**src/rtl/midi_rx_pkg.sv**
```systemverilog
// Shared constants and types for the MIDI IN receiver.
package midi_rx_pkg;

    localparam int MIDI_RX_FIFO_ADDR_W = 4;

    typedef enum logic [1:0] {
        ST_IDLE  = 2'd0,
        ST_START = 2'd1,
        ST_DATA  = 2'd2,
        ST_STOP  = 2'd3
    } MIDI_RX_ST_T;

    // Clocks per bit, rounded to nearest.
    function automatic int midi_rx_bit_clks(input int clk_hz, input int baud_hz);
        return (clk_hz + baud_hz / 2) / baud_hz;
    endfunction

endpackage

```
**src/rtl/midi_rx_fifo.sv**
```systemverilog
// Show-ahead receive FIFO for midi_rx (used when MIDI_RX_FIFO_EN is defined).
module midi_rx_fifo #(
    parameter int DATA_W = 8,
    parameter int ADDR_W = 4
) (
    input  logic              clk_i,
    input  logic              rst_i,
    input  logic              push_i,
    input  logic [DATA_W-1:0] data_i,
    input  logic              pop_i,
    output logic [DATA_W-1:0] data_o,
    output logic              empty_o,
    output logic              full_o
);

    localparam int DEPTH = 2 ** ADDR_W;
    localparam int PTR_W = ADDR_W + 1;

    logic [DATA_W-1:0] r_mem [DEPTH];
    logic [PTR_W-1:0]  r_wr;
    logic [PTR_W-1:0]  r_rd;
    logic [PTR_W-1:0]  w_wr_nxt;
    logic [PTR_W-1:0]  w_rd_nxt;
    logic              r_empty;
    logic              r_full;
    logic              w_pop;
    logic              w_push;

    // A push into a full FIFO is accepted only when the head is leaving this cycle.
    assign w_pop    = pop_i && !r_empty;
    assign w_push   = push_i && (!r_full || w_pop);
    assign w_wr_nxt = r_wr + PTR_W'(w_push);
    assign w_rd_nxt = r_rd + PTR_W'(w_pop);

    always_ff @(posedge clk_i) begin
        if (rst_i) begin
            r_wr    <= '0;
            r_rd    <= '0;
            r_empty <= 1'b1;
            r_full  <= 1'b0;
        end else begin
            r_wr    <= w_wr_nxt;
            r_rd    <= w_rd_nxt;
            r_empty <= (w_wr_nxt == w_rd_nxt);
            r_full  <= (w_wr_nxt[ADDR_W] != w_rd_nxt[ADDR_W]) &&
                       (w_wr_nxt[ADDR_W-1:0] == w_rd_nxt[ADDR_W-1:0]);
        end
    end

    always_ff @(posedge clk_i) begin
        if (w_push) begin
            r_mem[r_wr[ADDR_W-1:0]] <= data_i;
        end
    end

    assign data_o  = r_empty ? '0 : r_mem[r_rd[ADDR_W-1:0]];
    assign empty_o = r_empty;
    assign full_o  = r_full;

endmodule

```
**src/rtl/midi_rx.sv**
```systemverilog
// MIDI IN receiver: 8N1 deserializer with sticky overrun/framing flags.
// Define MIDI_RX_FIFO_EN to buffer bytes in midi_rx_fifo instead of one holding register.
//
// state   | meaning
// IDLE    | line idle, waiting for an armed falling edge
// START   | half-bit wait, confirm start bit at mid-bit
// DATA    | sampling DATA_W bits at mid-bit, LSB first
// STOP    | sample stop bit; push byte or flag framing error
module midi_rx
    import midi_rx_pkg::*;
#(
    parameter int CLK_HZ      = 180000000,
    parameter int BAUD_HZ     = 31250,
    parameter int DATA_W      = 8,
    parameter int SYNC_W      = 2,
    parameter int FIFO_ADDR_W = MIDI_RX_FIFO_ADDR_W
) (
    input  logic              clk_i,
    input  logic              rst_i,
    input  logic              rx_i,
    input  logic              rd_i,
    output logic [DATA_W-1:0] data_o,
    output logic              rdy_o,
    output logic              ovr_o,
    output logic              frm_o,
    input  logic              clr_i
);

    localparam int BIT_CLKS  = midi_rx_bit_clks(CLK_HZ, BAUD_HZ);
    localparam int HALF_CLKS = BIT_CLKS / 2;
    localparam int CNT_W     = $clog2(BIT_CLKS);
    localparam int IDX_W     = $clog2(DATA_W + 1);

    logic [SYNC_W-1:0] r_sync;
    logic              w_rx_s;
    logic              r_armed;
    MIDI_RX_ST_T       r_state;
    logic [CNT_W-1:0]  r_cnt;
    logic [IDX_W-1:0]  r_idx;
    logic [DATA_W-1:0] r_shift;
    logic              w_tick;
    logic              w_push;
    logic              w_frm_set;
    logic              w_drop;
    logic              r_ovr;
    logic              r_frm;

    assign w_rx_s    = r_sync[SYNC_W-1];
    assign w_tick    = (r_cnt == '0);
    assign w_push    = (r_state == ST_STOP) && w_tick && w_rx_s;
    assign w_frm_set = (r_state == ST_STOP) && w_tick && !w_rx_s;

    always_ff @(posedge clk_i) begin
        if (rst_i) begin
            r_sync <= '1;
        end else begin
            r_sync[0] <= rx_i;
            for (int i = 1; i < SYNC_W; i++) begin
                r_sync[i] <= r_sync[i-1];
            end
        end
    end

    // r_armed is a falling-edge qualifier: a held-low break cannot re-trigger.
    always_ff @(posedge clk_i) begin
        if (rst_i) begin
            r_state <= ST_IDLE;
            r_cnt   <= '0;
            r_idx   <= '0;
            r_shift <= '0;
            r_armed <= 1'b1;
        end else begin
            r_armed <= w_rx_s;
            if (r_state != ST_IDLE && !w_tick) begin
                r_cnt <= r_cnt - 1'b1;
            end
            case (r_state)
                ST_IDLE: begin
                    if (!w_rx_s && r_armed) begin
                        r_cnt   <= CNT_W'(HALF_CLKS - 1);
                        r_state <= ST_START;
                    end
                end
                ST_START: begin
                    if (w_tick) begin
                        if (w_rx_s) begin
                            r_state <= ST_IDLE;
                        end else begin
                            r_cnt   <= CNT_W'(BIT_CLKS - 1);
                            r_idx   <= '0;
                            r_state <= ST_DATA;
                        end
                    end
                end
                ST_DATA: begin
                    if (w_tick) begin
                        r_shift <= {w_rx_s, r_shift[DATA_W-1:1]};
                        r_cnt   <= CNT_W'(BIT_CLKS - 1);
                        r_idx   <= r_idx + IDX_W'(1);
                        if (r_idx == IDX_W'(DATA_W - 1)) begin
                            r_state <= ST_STOP;
                        end
                    end
                end
                ST_STOP: begin
                    if (w_tick) begin
                        r_state <= ST_IDLE;
                    end
                end
                default: r_state <= ST_IDLE;
            endcase
        end
    end

`ifdef MIDI_RX_FIFO_EN
    logic w_full;
    logic w_empty;

    midi_rx_fifo #(
        .DATA_W (DATA_W),
        .ADDR_W (FIFO_ADDR_W)
    ) u_fifo (
        .clk_i   (clk_i),
        .rst_i   (rst_i),
        .push_i  (w_push),
        .data_i  (r_shift),
        .pop_i   (rd_i),
        .data_o  (data_o),
        .empty_o (w_empty),
        .full_o  (w_full)
    );

    assign rdy_o  = !w_empty;
    assign w_drop = w_push && w_full && !rd_i;
`else
    logic [DATA_W-1:0] r_data;
    logic              r_rdy;

    always_ff @(posedge clk_i) begin
        if (rst_i) begin
            r_data <= '0;
            r_rdy  <= 1'b0;
        end else if (w_push && (!r_rdy || rd_i)) begin
            r_data <= r_shift;
            r_rdy  <= 1'b1;
        end else if (rd_i) begin
            r_rdy <= 1'b0;
        end
    end

    assign data_o = r_data;
    assign rdy_o  = r_rdy;
    assign w_drop = w_push && r_rdy && !rd_i;
`endif

    // Setting beats clearing when both happen in one cycle.
    always_ff @(posedge clk_i) begin
        if (rst_i) begin
            r_ovr <= 1'b0;
            r_frm <= 1'b0;
        end else begin
            if (w_drop)         r_ovr <= 1'b1;
            else if (clr_i)     r_ovr <= 1'b0;
            if (w_frm_set)      r_frm <= 1'b1;
            else if (clr_i)     r_frm <= 1'b0;
        end
    end

    assign ovr_o = r_ovr;
    assign frm_o = r_frm;

endmodule
```
**config.mk**
```make
export PLATFORM = sky130hd
export DESIGN_NAME = midi_rx
export DESIGN_NICKNAME = d
export VERILOG_FILES = /design/src/rtl/midi_rx_pkg.sv /design/src/rtl/midi_rx_fifo.sv /design/src/rtl/midi_rx.sv
export SDC_FILE = /design/constraint.sdc
export NUM_CORES = 1
export LEC_CHECK = 0
export ABC_AREA = 1
export CAP_MARGIN = 20
export CORE_UTILIZATION = 51
export DETAILED_ROUTE_END_ITERATION = 10
export PLACE_DENSITY = 0.75
export SLEW_MARGIN = 20
export SYNTH_ARGS = -nofsm -noshare
export SYNTH_HDL_FRONTEND = slang
export SYNTH_SLANG_ARGS = --single-unit
```
**constraint.sdc**
```tcl
create_clock -name clk_i -period 1.65 [get_ports clk_i]
set_clock_uncertainty 0.05 [all_clocks]
set_input_delay 0.33 -clock clk_i [delete_from_list [all_inputs] [get_ports clk_i]]
set_output_delay 0.33 -clock clk_i [all_outputs]
set_load 0.02 [all_outputs]
```
==> results.ini <==
[worst_setup_path]
crit_family = simple AND/OR/NAND/NOR gates
start_kind = register
crit_arrival_ps = 1840
slowest_delay_ps = 350
required_ps = 1860
cp_cell_sequence = inv_2, ha_4, nand2_4, nor2_4, nand2_4, buf_12, nor2_4, buf_6, o21ai_2, a31oi_1
cp-end-kind = register
path_max_fanout = 5
critPathSlowestCell = dfxtp_2
worst-path-buf-inv = 3
path_class = reg2reg

[die]
core_area_sq_um = 3420
die_w_um = 62.2
die_y_um = 62.2
io_pins = 16
initial_core_util_pct = 54.2
die_area_sq_um = 3870
row_count = 21

[sta]
worstMarginPinSlew_ps = 271
slew_viol_final = 0
rsz0062_at_grt = true
max_freq_mhz = 614
finalHoldViolCount = 0
relSlewSlack_pct = 81.8
finalSetupViolCount = 0
period_needed_ps = 1630
setup_tns_ps = 0
period_share_pct = 98.6

[drt]
first_iter_violations = 130
highest_layer = met4
ant_nets = 0
wire_per_inst_um = 11.7
met3_length_um = 254
wl_met2_mm = 1.62
drc = 0
viasPerCell = 5.00
drt-total-wl_mm = 3.98
num_vias = 1705
wl_met1_mm = 2.09
drt_pass1_iterations = 4

[place]
hpwl_mm = 2.77
dp.cells = 323
gp_congestion = 0.915
portBuffers = 15

[clock_network]
clkSinkCount = 41
cts_root_buf = clkbuf_4
tritoncts = done
clkLatencyLatePin_ps = 350
ctsHtreeMaxLevel = 2
tritoncts.num_buffers = 5
cts.clk_slew.worst_paths_ps = 130
cts_buffer_depth = 2

[pwr]
peakVddDrop_uv = 898
leakage_nw = 1.11
seq_power_share_pct = 34.8
p_sw_share_pct = 39.8
powerDensity_nw_per_um2 = 1520
power_mw = 3.57
p_clk_share_pct = 15.2
p_int_mw = 2.15
combPwrFrac_pct = 50.1
switchingPower_mw = 1.42

[yosys]
yosys_warnings = 0
synth_ff_type = dfxtp_1
syn_nets = 261
synth-edff-count = 0
syn_area_sq_um = 1850
avgSynthCellArea_sq_um = 7.29
async_flop_share_pct = 0
syn_inst = 254
ys_ff_latch = 41
synth_cell_type_count = 28
yosysSeqAreaShare_pct = 44.4

[flow_run]
maxCapViolCount = 0

[cells_and_area]
drive_above_1_share_pct = 23.1
nets = 301
diodes = 0
area_growth_pct = 26.9
layoutNonFillerInstCount = 341

[worst_hold_path]
hold_path.class = reg2reg

[global_routing]
grt.total_usage_pct = 22.8
grt_pass1_wl_mm = 7.12
antenna_found_initial = 0
grt_max_degree = 23
grt_pass1_vias = 1605
overflow = 0

[status]
status = finished, final reports clean

## flip-flops by register name (all words and copies together) (netlist names), named ones only
register / cells
r_cnt: 13
data_o: 8
r_shift: 8
r_idx: 4
r_sync: 2
frm_o: 1
ovr_o: 1
r_armed: 1
r_state: 1
rdy_o: 1
## routing by layer
layer / vias to the layer above / track usage [%]
met5: - / 0
met4: 0 / 6.69
met3: 2 / 5.33
met2: 46 / 34.2
met1: 760 / 32.4
li1: 897 / -
## cells in the final DEF (no fill, tap or decap), drive strengths merged, types with 4 or more instances in the layout
| cell type | Yosys | routed |
|---|---|---|
| nor2 | 53 | 53 |
| nand2 | 45 | 46 |
| dfxtp | 41 | 41 |
| inv | 29 | 29 |
| o21ai | 27 | 27 |
| buf | 3 | 23 |
| nand3 | 17 | 17 |
| a21oi | 13 | 13 |
| dlygate4sd2 | 0 | 11 |
| clkbuf | 3 | 6 |
| a31oi | 4 | 4 |
| clkdlybuf4s50 | 0 | 4 |
## power groups by stage
stage               Clock, mW  Combinational (mW)  Sequential, mW
floorplan                   0                1.02            1.22
global placement            0                1.32            1.23
detailed placement          0                1.34            1.23
CTS                     0.549                1.62            1.21
global route            0.592                2.01            1.26
finish                  0.541                1.79            1.24
## worst paths after layout
kind | start | end | slack [ps] | depth (start not counted)
worst max register to register | r_cnt[0] | r_idx[0] | 20 | 10
worst min-delay path | r_sync[0] | r_sync[1] | 390 | 1
worst min register to register | r_sync[0] | r_sync[1] | 390 | 1
worst max-delay path | r_cnt[0] | r_idx[0] | 20 | 10
## final cells by class
class	count	area (sq um)
clock buffer	6	51.3
clock inverter	2	13.8
timing repair buffer	38	338
fill	288	1070
multi-input combinational	178	941
sequential	41	827
tap	46	57.6
inverter	30	120
## synthesized netlist by cell type, drive strengths merged (2+ instances only)
master  instances  area share, %
xnor2           2           0.95
xor2            3            1.4
nand3b          2           0.81
nor2           53             12
nand2          45             11
clkbuf          3           0.61
nand3          17            4.6
or2             2           0.68
a21oi          13            3.5
a31oi           4            1.4
o21ai          27            7.3
buf             3            1.4
nand4           3            1.0
inv            29            5.9
dfxtp          41             44
nor3            2            1.1
ha              2            1.4
## cells by family after synthesis
| group | synth area share (%) |
|---|---|
| adder cells (fa/ha/maj) | 1.35 |
| flip-flops | 44.4 |
| AO/OA/AOI/OAI | 13.0 |
| AND/OR/NAND/NOR | 30.6 |
| buffers and inverters | 8.38 |
| XOR/XNOR | 2.37 |
## timing repair
| action | in CTS | in global routing |
|---|---|---|
| buffers inserted | 6 | 3 |
| pin swaps | 5 | 14 |
| cloned | 1 | 0 |
| hold buffers | 0 | 0 |
| setup endpoints to repair | 20 | 32 |
| resized for setup | 27 | 19 |
## stage by stage
stage                     hold slack [ps]  utilization (%)  setup slack [ps]  cell area (sq um)
after CTS                             391             66.8              3.82               2280
final                                 388             68.8              22.6               2350
after global routing                  411             68.8             -66.7               2350
after global placement                366             62.6              23.3               2140
after detailed placement              348             62.6             -51.7               2140
after floorplan                       339                -              49.3               1850
No activity file was read; power rests on OpenSTA's default activity.
